## config.mk

```make
export PLATFORM = sky130hd
export DESIGN_NAME = pipe_rca
export DESIGN_NICKNAME = d
export VERILOG_FILES = /design/src/rtl/pipe_rca_pkg.sv /design/src/rtl/full_adder.sv /design/src/rtl/rca_seg.sv /design/src/rtl/pipe_rca.sv
export SDC_FILE = /design/constraint.sdc
export NUM_CORES = 1
export LEC_CHECK = 0
export BUFFER_PORTS_ARGS = -buffer_cell sky130_fd_sc_hd__buf_2
export CAP_MARGIN = 5
export CORE_UTILIZATION = 56
export CTS_CLUSTER_SIZE = 28
export DETAILED_ROUTE_END_ITERATION = 12
export GPL_TIMING_DRIVEN = 0
export PLACE_DENSITY = 0.79
export SETUP_SLACK_MARGIN = 0.3
export SLEW_MARGIN = 30
export SYNTH_ARGS = -nofsm -noshare
export SYNTH_HDL_FRONTEND = slang
export SYNTH_SLANG_ARGS = --single-unit
```

## constraint.sdc

```tcl
create_clock -name clk -period 4.6 [get_ports clk]
set_clock_uncertainty 0.1 [all_clocks]
set_input_delay 0.23 -clock clk [delete_from_list [all_inputs] [get_ports clk]]
set_output_delay 0.23 -clock clk [all_outputs]
set_load 0.02 [all_outputs]
```

## src/rtl/pipe_rca_pkg.sv

```systemverilog
// Shared definitions for the pipelined ripple-carry adder/subtractor.
//
// Contents:
//   DATA_BUS_WIDTH       - default datapath width (32)
//   PIPE_RCA_DEF_STAGES  - default number of pipeline stages (4)
//   ovf_flag()           - signed overflow from the carries around the MSB
//
// Optional feature macro used by pipe_rca: PIPE_RCA_ZERO_FLAG_EN.
package pipe_rca_pkg;

    localparam int DATA_BUS_WIDTH      = 32;
    localparam int PIPE_RCA_DEF_STAGES = 4;

    // Two's-complement overflow: the carry into the sign bit disagrees
    // with the carry out of it.
    function automatic logic ovf_flag(input logic c_msb_in, input logic c_out);
        return c_msb_in ^ c_out;
    endfunction

endpackage

```

## src/rtl/full_adder.sv

```systemverilog
// One-bit full adder cell.
//
// Ports:
//   a, b  in  operand bits
//   cin   in  carry in
//   s     out sum bit
//   cout  out carry out
module full_adder (
    input  logic a,
    input  logic b,
    input  logic cin,
    output logic s,
    output logic cout
);

    assign s    = a ^ b ^ cin;
    assign cout = (a & b) | (cin & (a ^ b));

endmodule

```

## src/rtl/rca_seg.sv

```systemverilog
// Combinational SEG-bit ripple-carry segment built from full_adder cells.
//
// Ports:
//   a, b      in  SEG-bit operand slices
//   cin       in  carry into bit 0
//   s         out SEG-bit partial sum
//   cout      out carry out of the top bit
//   c_msb_in  out carry into the top bit (used for signed overflow)
module rca_seg #(
    parameter int SEG = 8
) (
    input  logic [SEG-1:0] a,
    input  logic [SEG-1:0] b,
    input  logic           cin,
    output logic [SEG-1:0] s,
    output logic           cout,
    output logic           c_msb_in
);

    logic [SEG:0] c;

    assign c[0] = cin;

    for (genvar i = 0; i < SEG; i++) begin : g_bit
        full_adder u_fa (
            .a    (a[i]),
            .b    (b[i]),
            .cin  (c[i]),
            .s    (s[i]),
            .cout (c[i+1])
        );
    end

    assign cout     = c[SEG];
    assign c_msb_in = c[SEG-1];

endmodule

```

## src/rtl/pipe_rca.sv

```systemverilog
// Pipelined ripple-carry adder/subtractor.
//
// A WIDTH-bit ripple chain is cut into STAGES segments of SEG = WIDTH/STAGES
// bits; stage k adds segment k and registers its partial sum and carry.
// One operation per cycle, valid/ready on both sides, no bubble collapsing:
// the whole pipe advances when the output is empty or being consumed.
//
// Ports:
//   clk        in  rising-edge clock
//   rst        in  synchronous active-high reset (highest priority)
//   flush      in  synchronous kill of every in-flight operation
//   in_valid   in  input operation present
//   in_ready   out input accepted this cycle when in_valid is high
//   op1, op2   in  operands A and B
//   sub        in  1: A-B, 0: A+B+cin
//   cin        in  carry in (ignored when sub=1)
//   out_valid  out result present
//   out_ready  in  consumer takes the result
//   sum        out result, modulo 2^WIDTH
//   cout       out carry out of the MSB (for subtract: 1 = no borrow)
//   ovf        out signed overflow
//   zero       out sum==0 (only when PIPE_RCA_ZERO_FLAG_EN is defined)
//
// Optional feature macro: PIPE_RCA_ZERO_FLAG_EN.
module pipe_rca
    import pipe_rca_pkg::*;
#(
    parameter int WIDTH  = DATA_BUS_WIDTH,
    parameter int STAGES = PIPE_RCA_DEF_STAGES
) (
    input  logic             clk,
    input  logic             rst,
    input  logic             flush,
    input  logic             in_valid,
    output logic             in_ready,
    input  logic [WIDTH-1:0] op1,
    input  logic [WIDTH-1:0] op2,
    input  logic             sub,
    input  logic             cin,
    output logic             out_valid,
    input  logic             out_ready,
    output logic [WIDTH-1:0] sum,
    output logic             cout,
    output logic             ovf
`ifdef PIPE_RCA_ZERO_FLAG_EN
    ,
    output logic             zero
`endif
);

    localparam int SEG  = WIDTH / STAGES;
    localparam int LAST = STAGES - 1;

    // Replace segment k of a word with a freshly computed partial sum.
    function automatic logic [WIDTH-1:0] put_seg(input logic [WIDTH-1:0] w,
                                                 input logic [SEG-1:0]   s,
                                                 input int               k);
        logic [WIDTH-1:0] r;
        r = w;
        r[k*SEG +: SEG] = s;
        return r;
    endfunction

    logic             en;
    logic [WIDTH-1:0] b_eff;
    logic             c0;

    // Per-stage word: segments below k hold results, segments from k up
    // still hold operand A. B is carried separately, already conditioned.
    logic [WIDTH-1:0] w_in  [STAGES];
    logic [WIDTH-1:0] b_in  [STAGES];
    logic             c_in  [STAGES];
    logic [WIDTH-1:0] w_nx  [STAGES];
    logic [SEG-1:0]   s_seg [STAGES];
    logic             co_seg[STAGES];
    logic             cm_seg[STAGES];

    logic [WIDTH-1:0] w_p   [STAGES];
    logic [WIDTH-1:0] b_p   [STAGES];
    logic             c_p   [STAGES];
    logic             vld_p [STAGES];
    logic             ovf_p;

`ifdef PIPE_RCA_ZERO_FLAG_EN
    logic             z_in  [STAGES];
    logic             z_nx  [STAGES];
    logic             z_p   [STAGES];
`endif

    assign en       = ~out_valid | out_ready;
    assign in_ready = en;

    // Input conditioning: subtract is A + ~B + 1.
    assign b_eff = sub ? ~op2 : op2;
    assign c0    = sub | cin;

    for (genvar k = 0; k < STAGES; k++) begin : g_stage
        if (k == 0) begin : g_first
            assign w_in[k] = op1;
            assign b_in[k] = b_eff;
            assign c_in[k] = c0;
`ifdef PIPE_RCA_ZERO_FLAG_EN
            assign z_in[k] = 1'b1;
`endif
        end else begin : g_next
            assign w_in[k] = w_p[k-1];
            assign b_in[k] = b_p[k-1];
            assign c_in[k] = c_p[k-1];
`ifdef PIPE_RCA_ZERO_FLAG_EN
            assign z_in[k] = z_p[k-1];
`endif
        end

        rca_seg #(.SEG(SEG)) u_seg (
            .a        (w_in[k][k*SEG +: SEG]),
            .b        (b_in[k][k*SEG +: SEG]),
            .cin      (c_in[k]),
            .s        (s_seg[k]),
            .cout     (co_seg[k]),
            .c_msb_in (cm_seg[k])
        );

        assign w_nx[k] = put_seg(w_in[k], s_seg[k], k);
`ifdef PIPE_RCA_ZERO_FLAG_EN
        // Running AND of per-segment zero tests rides along with the data.
        assign z_nx[k] = z_in[k] & (s_seg[k] == '0);
`endif
    end

    // ---- stage registers (stage k holds segment k's result) ----
    always_ff @(posedge clk) begin
        if (en) begin
            for (int k = 0; k < STAGES; k++) begin
                w_p[k] <= w_nx[k];
                b_p[k] <= b_in[k];
                c_p[k] <= co_seg[k];
`ifdef PIPE_RCA_ZERO_FLAG_EN
                z_p[k] <= z_nx[k];
`endif
            end
        end
        // Only the visible output registers are reset.
        if (rst) begin
            w_p[LAST] <= '0;
            c_p[LAST] <= 1'b0;
            ovf_p     <= 1'b0;
`ifdef PIPE_RCA_ZERO_FLAG_EN
            z_p[LAST] <= 1'b0;
`endif
        end else if (en) begin
            ovf_p <= ovf_flag(cm_seg[LAST], co_seg[LAST]);
        end
    end

    // ---- valid chain: reset and flush both drop everything in flight ----
    always_ff @(posedge clk) begin
        if (rst || flush) begin
            for (int k = 0; k < STAGES; k++) begin
                vld_p[k] <= 1'b0;
            end
        end else if (en) begin
            vld_p[0] <= in_valid;
            for (int k = 1; k < STAGES; k++) begin
                vld_p[k] <= vld_p[k-1];
            end
        end
    end

    assign out_valid = vld_p[LAST];
    assign sum       = w_p[LAST];
    assign cout      = c_p[LAST];
    assign ovf       = ovf_p;
`ifdef PIPE_RCA_ZERO_FLAG_EN
    assign zero      = z_p[LAST];
`endif

    // B bits below the current segment and the top-bit carries of inner
    // segments are structurally dead; collect them so they stay visible.
    logic unused_bits;
    always_comb begin
        unused_bits = 1'b0;
        for (int k = 0; k < STAGES; k++) begin
            unused_bits = unused_bits ^ (^b_p[k]);
        end
        for (int k = 0; k < LAST; k++) begin
            unused_bits = unused_bits ^ cm_seg[k];
        end
    end

endmodule
```

Word level (Yosys, flattened, before mapping):

Memory sizes are Yosys's and may differ from the RTL's.
Cells that the tools add are included.

* multiplexer cells: 15
* bitwise operators: 171
* reductions and logical operators: 1

Operators with widths (number)
* bitwise XOR 1 bit: 65
* AND 1 bit: 64
* two-way mux 32 bit: 2
* bitwise OR 1 bit: 40
* inverter 32 bit: 1
* two-way mux 1 bit: 13
* logical OR 1 bit: 1
* inverter 1 bit: 1

* memories: 4
* input port bits: 71
* bits in writable memories: 264
* logic and storage cells: 192
* output and inout port bits: 36
* register bits: 1

Memories
* b_p: words 4, width 32, read ports 3, clocked after memory_dff 0, wr ports 4, line pipe_rca.sv:79 `logic [WIDTH-1:0] b_p [STAGES];`
* w_p: words 4, width 32, read ports 4, clocked after memory_dff 0, wr ports 4, line pipe_rca.sv:78 `logic [WIDTH-1:0] w_p [STAGES];`
* c_p: words 4, width 1, read ports 4, clocked after memory_dff 0, wr ports 4, line pipe_rca.sv:80 `logic c_p [STAGES];`
* vld_p: words 4, width 1, read ports 4, clocked after memory_dff 0, wr ports 4, line pipe_rca.sv:81 `logic vld_p [STAGES];`

Depth between registers and ports, before layout:

Gate-level depths: netlist (run 1).

* depth in word-level cells: 19
* depth in mapped cells: 13
* gate-level depth less buffers: 13

Cells and area by module:

Synthesis (run 1) repeated with hierarchy kept, for this count alone.

* cells, all modules: 302
* area, all modules: 6832.8 µm²

By module, submodules not included
* pipe_rca: cells each 270, area an instance 6192.2 µm², instances 1, seq. area each 5545.3 µm²
* full_adder: cells each 1, area an instance 20.0 µm², instances 32, seq. area each 0.0 µm²

Worst setup path after synthesis (run 1):

No wires, ideal clock.

* path kind: reg-to-reg
* start point: memory vld_p[3]
* end point: memory b_p[0][10] (netlist name) (enable)
* setup time: 506 ps
* arrival time: 3693 ps
* path buffers: 0
* data required time: 3994 ps
* path slack: 301 ps
* clock period less this slack: 4299 ps
* cell stages (with the launch flop): 3
* cell sequence: edfxtp_1 > and2b_4 > inv_1

RTL lines (line)
* start: declaration: pipe_rca.sv:81
* end: declaration: pipe_rca.sv:79

==> results of run 1 <==
[cells by family (layout without fill, tap and decap cells)]
kind of cell | Yosys count | in the layout | share of synthesized area (%)
fa+ha+maj | 32 | 32 | 9.12
buf+inv | 51 | 231 | 3.62
simple gates | 43 | 43 | 3.99
compound gates | 1 | 1 | 0.178
flops | 185 | 185 | 79.0
xor+xnor | 33 | 33 | 4.12
[sequential cells by signal, indices dropped and copies added, names as in the netlist]
name and cells:
w_p 128, b_p 48, c_p 4, ovf 1, vld_p 4
[per-layer routing]
metal | up-vias | GRT usage [%] | part of all wire [%]
met3 | 21 | 4.68 | 3.6
li1 | 1529 | - | -
met1 | 1564 | 18.7 | 38
met4 | 0 | 9.09 | 2.9
met5 | - | 0 | 0
met2 | 83 | 30.6 | 55
[cell usage after synthesis (all sizes together)]
cell | number | area share, %
nand4bb | 1 | 0.16
nand2 | 1 | 0.053
xor2 | 26 | 3.2
nor2b | 26 | 2.3
inv | 43 | 2.3
edfxtp | 184 | 79
o31ai | 1 | 0.18
nand2b | 1 | 0.089
and3b | 4 | 0.50
xnor2 | 7 | 0.87
buf | 8 | 1.3
fa | 32 | 9.1
dfxtp | 1 | 0.29
nor2 | 5 | 0.30
and2b | 5 | 0.57
[metrics by stage]
step	worst slack [ps]	hold slack, ps
after floorplan	301	229
after global placement	-641	300
after detailed placement	169	305
after CTS	335	1.59
after global routing	240	6.02
final	467	17.3
[final cells by class]
class	count	area share, %
buffer	8	1.05
inverter	43	1.91
sequential	185	62.8
multi-input combinational	109	14.1
clock inverter	13	1.64
clock buffer	19	4.90
tap	168	2.38
timing repair buffer	148	11.2
[final timing paths]
| path | end | slack, ps | cells after the start | start |
|---|---|---|---|---|
| worst min register to register | w_p[1][0] | 320 | 0 | w_p[0][0] |
| worst max-delay path | w_p[3][31] | 470 | 12 | c_p[2] |
| worst min-delay path | b_p[0][28] | 20 | 2 | op2[28] |
| worst max register to register | w_p[3][31] | 470 | 12 | c_p[2] |
[power by group]
part / total [mW] / internal [mW] / switching (mW)
clock: 1.40 / 0.805 / 0.598
sequential: 2.23 / 2.16 / 0.0680
combinational: 0.402 / 0.189 / 0.213
total: 4.03 / 3.15 / 0.878
[repair_timing]
| action | CTS | global route |
|---|---|---|
| pin swaps | 1 | 1 |
| hold endpoints to repair | 41 | 1 |
| resized for setup | 3 | 6 |
| hold buffers | 41 | 1 |
| setup endpoints to repair | 3 | 5 |
==> qor.csv, run 1 <==
metric,value,unit
status,completed,
initial antenna violation count,0,
Antenna Violating Nets Remaining,0,
post-DR vias/cell,4.61,
placed insts,619,
Slew Limit Fails,0,
Post-layout nets,615,
DRC viols,0,
crit path time final,4130,ps
fin area,8830,µm²
most frequent cells in the layout,"184 x edfxtp_1, 106 x buf_2, 42 x dlygate4sd3_1",
crit-path cells,fa_2 > fa_2 > fa_2 > fa_2 > fa_1 > inv_1 > fa_1 > inv_1 > fa_1 > inv_2 > fa_1 > nor2_2,
Synth Area per Inst,20.4,µm²
pin count of the biggest net entering global routing,108,
H-tree levels,4,
Die X,114,µm
CTS Buf Count,17,
min-delay worst type,input port to flip-flop,
Peak VDD IR,0.333,mV
setup violators final,0,
Detailed Routing Iterations Pass 1,4,
Final period util,89.8,%
Yosys Warn Count,0,
Root Driver,clkbuf_16,
slowest CP cell,fa_1,
CP peak stage delay,460,ps
Worst Path Buf+Inv,3,
die height,114,µm
Port Buffers,104,
"Reg clk slew, reported paths",70,ps
Synth cell types,19,
total track usage,17.2,%
Max Root-Sink Buffers,2,
# Max-Cap Violations,0,
Final GP Congestion,0.768,
DP Area,7810,µm²
Tightest Pin Transition,517,ps
die area,13000,µm²
cell area power density,457,nW/µm²
"most common cell after layout, fill and taps aside",edfxtp_1,
IO Pins,107,
Critical Path RT,4790,ps
final core area utilization,72.9,%
Synth Instances,345,
final WL,9.98,mm
P&R area growth vs syn,25.7,%
final std cells w/o fill,693,
Routed WL per cell,14.4,µm
area of the multi-input gates,1240,µm²
vias in the first global route,3283,
f_max,242,MHz
Setup TNS Final,0,ps
"delay-heaviest family, CP",adder cells,
crit path DAT,4320,ps
gr ovfl total,0,
Setup crit start kind,flip-flop,
DP Wirelength,6.07,mm
Std-Cell Rows,40,
total power,4.03,mW
Setup crit end kind,flip-flop,
leak pwr,3.66,nW
sequential area share after synthesis,79.0,%
layout cell share with drive strength beyond 1,30.1,%
register area,5550,µm²
Slew HR,65.5,%
Post CTS Setup Buffer Count,0,
RSZ-0062 raised after global routing,yes,
via count,3197,
Sinks on Clock Net,185,
FILL cells,745,
Syn Std Cell Area,7020,µm²
syn_nets,448,
first-pass GRT wire length,15.7,mm
CTS tree,yes,
Crit Path Max Fanout,2,
Ant. Diodes,0,
initial DRC count,179,
"Hold Violations, Final",0,
Worst-Skew Late Latency,420,ps
core area,12100,µm²
Initial Util,58.0,%
"Worst Path Class, Setup",flip-flop to flip-flop,
Yosys reg bits,185,
Power figures use the tool's default switching activity.
==> run 2, diff against run 1 <==
--- a/config.mk
+++ b/config.mk
@@ -7,11 +7,11 @@
 export LEC_CHECK = 0
 export BUFFER_PORTS_ARGS = -buffer_cell sky130_fd_sc_hd__buf_2
 export CAP_MARGIN = 5
-export CORE_UTILIZATION = 56
+export CORE_UTILIZATION = 55
 export CTS_CLUSTER_SIZE = 28
 export DETAILED_ROUTE_END_ITERATION = 12
 export GPL_TIMING_DRIVEN = 0
-export PLACE_DENSITY = 0.79
+export PLACE_DENSITY = 0.78
 export SETUP_SLACK_MARGIN = 0.3
 export SLEW_MARGIN = 30
 export SYNTH_ARGS = -nofsm -noshare
==> run 2 against run 1 <==
  * Global-route usage decreased by 0.44 points
  * Setup slack improved by 11 ps
  * Maximum frequency grew 0.26%
==> qor.csv, run 2 (synthesis gave the netlist of run 1 again) <==
metric,value,unit,change
Final GP Congestion,0.797,,was 0.768
P&R area growth vs syn,26.9,%,was 25.7%
total track usage,16.7,%,was 17.2%
Net Sw Frac,20.9,%,was 21.8%
slack of the critical path,478,ps,was 467 ps
min-delay worst type,input port to flip-flop,,unchanged
f_max,243,MHz,was 242 MHz
Gate power share,9.7,%,was 10.0%
Antenna Violating Nets Remaining,0,,unchanged
Largest regs,"w_p: 128 flops, b_p: 48 flops",,unchanged
vias in the first global route,3297,,was 3283
H-tree levels,4,,unchanged
die area,13200,µm²,was 13000 µm²
Slew HR,68.3,%,was 65.5%
die height,115,µm,was 114 µm
Slew Limit Fails,0,,unchanged
DP Wirelength,6.24,mm,was 6.07 mm
WHS,20.5,ps,was 17.3 ps
RSZ-0062 raised after global routing,no,,was yes
first-pass GRT wire length,15.5,mm,was 15.7 mm
Top reg by flops,w_p,,unchanged
total power,4.20,mW,was 4.03 mW
Critical Path RT,4780,ps,was 4790 ps
DRC viols,0,,unchanged
IO Pins,107,,unchanged
"Hold Violations, Final",0,,unchanged
Post-layout nets,616,,was 615
FILL cells,773,,was 745
CTS Buf Count,17,,unchanged
Std-Cell Rows,40,,unchanged
Routed WL per cell,14.5,µm,was 14.4 µm
crit path time final,4120,ps,was 4130 ps
Root Driver,clkbuf_16,,unchanged
Placement Setup Slack,215,ps,was 169 ps
P_sw,877,µW,was 878 µW
Flop pwr share,53.1,%,was 55.2%
status,completed,,unchanged
Peak VDD IR,0.290,mV,was 0.333 mV
register area,5550,µm²,unchanged
"most common cell after layout, fill and taps aside",edfxtp_1,,unchanged
leak pwr,3.70,nW,was 3.66 nW
post-DR vias/cell,4.62,,was 4.61
Initial Util,57.5,%,was 58.0%
core area,12200,µm²,was 12100 µm²
most frequent cells in the layout,"184 x edfxtp_1, 106 x buf_2, 43 x dlygate4sd3_1",,"was 184 x edfxtp_1, 106 x buf_2, 42 x dlygate4sd3_1"
CTS tree,yes,,unchanged
DP Area,7810,µm²,unchanged
Crit Path Max Fanout,2,,unchanged
Setup crit start kind,flip-flop,,unchanged
"Worst Path Class, Setup",flip-flop to flip-flop,,unchanged
setup violators final,0,,unchanged
Ant. Diodes,0,,unchanged
crit path DAT,4310,ps,was 4320 ps
final WL,10.1,mm,was 9.98 mm
area of the multi-input gates,1240,µm²,unchanged
Sinks on Clock Net,185,,unchanged
# Max-Cap Violations,0,,unchanged
"Reg clk slew, reported paths",70,ps,about the same
Int Pwr,3.32,mW,was 3.15 mW
gr ovfl total,0,,unchanged
Max Root-Sink Buffers,2,,unchanged
Setup crit end kind,flip-flop,,unchanged
Die X,115,µm,was 114 µm
Final period util,89.6,%,was 89.8%
clock share of power,37.2,%,was 34.8%
Tightest Pin Transition,476,ps,was 517 ps
Post CTS Setup Buffer Count,0,,unchanged
cell area power density,471,nW/µm²,was 457 nW/µm²
Port Buffers,104,,unchanged
via count,3205,,was 3197
Worst-Skew Late Latency,420,ps,about the same
fin area,8910,µm²,was 8830 µm²
initial antenna violation count,0,,unchanged
Detailed Routing Iterations Pass 1,4,,unchanged
pin count of the biggest net entering global routing,104,,was 108
initial DRC count,127,,was 179
layout cell share with drive strength beyond 1,30.0,%,was 30.1%
max reg flops,128,,unchanged
==> run 2: changes by cell type in the layout (fill, tap and decap cells not counted), sizes merged <==
cell         before  now
clkinv            3    4
clkbuf           19   18
bufinv            2    5
clkinvlp          5    2
dlygate4sd3      42   43
==> run 2: area by class of cell <==
type                       instances  share of cell area, %
buffer                             8                   1.04
clock buffer                      18                   4.82
clock inverter                    14                   2.46
inverter                          43                   1.90
multi-input combinational        109                   14.0
sequential                       185                   62.2
tap                              168                   2.36
timing repair buffer             149                   11.2
==> run 2: final timing paths <==
check             startpoint          to  slack, ps  cells after the start
setup / recovery  b_p[2][24]  w_p[3][31]        480                     12
hold / removal       op2[31]  b_p[0][31]         20                      2
setup reg to reg  b_p[2][24]  w_p[3][31]        480                     12
hold reg to reg   b_p[0][22]  b_p[1][22]        320                      0
==> run 2: through the flow <==
| stage | utilization, % | instances | setup TNS (ps) |
|---|---|---|---|
| floorplan | - | 345 | 0 |
| global placement | 63.5 | 617 | -48610 |
| finish | 73.0 | 694 | 0 |
| CTS | 72.7 | 693 | 0 |
| global route | 73.0 | 694 | 0 |
| detailed placement | 64.0 | 619 | 0 |
==> run 2: routing by layer <==
metal	wire length, µm	global-route usage, %	part of all wire, %
met5	0	0	0
met4	305	10.1	3.0
met3	398	4.43	4.0
met2	5460	28.8	54
met1	3890	18.8	39
==> run 2: power by group through the flow <==
stage	Clock (mW)	Sequential [mW]	Combinational [mW]
after CTS	1.59	2.23	0.411
after global routing	1.65	2.25	0.453
after global placement	0	2.25	0.352
after floorplan	0	2.31	0.169
final	1.56	2.23	0.407
after detailed placement	0	2.26	0.378
==> run 2: what timing repair did <==
| action | in CTS | in global routing |
|---|---|---|
| endpoints found under the setup margin | 3 | 4 |
| resized for setup | 2 | 6 |
| hold endpoints to repair | 42 | 1 |
| pin swaps | 0 | 1 |
| gates cloned | 0 | 0 |
| hold buffers | 42 | 1 |
==> run 2: worst max-delay path, cell delays in order, from the launching register on <==
cell and delay, ps:
edfxtp_1 410, fa_2 450, fa_2 420, fa_2 410, fa_2 420, fa_1 420, inv_1 80, fa_1 170
inv_1 60, fa_1 450, inv_1 100, fa_1 390, nor2_1 110
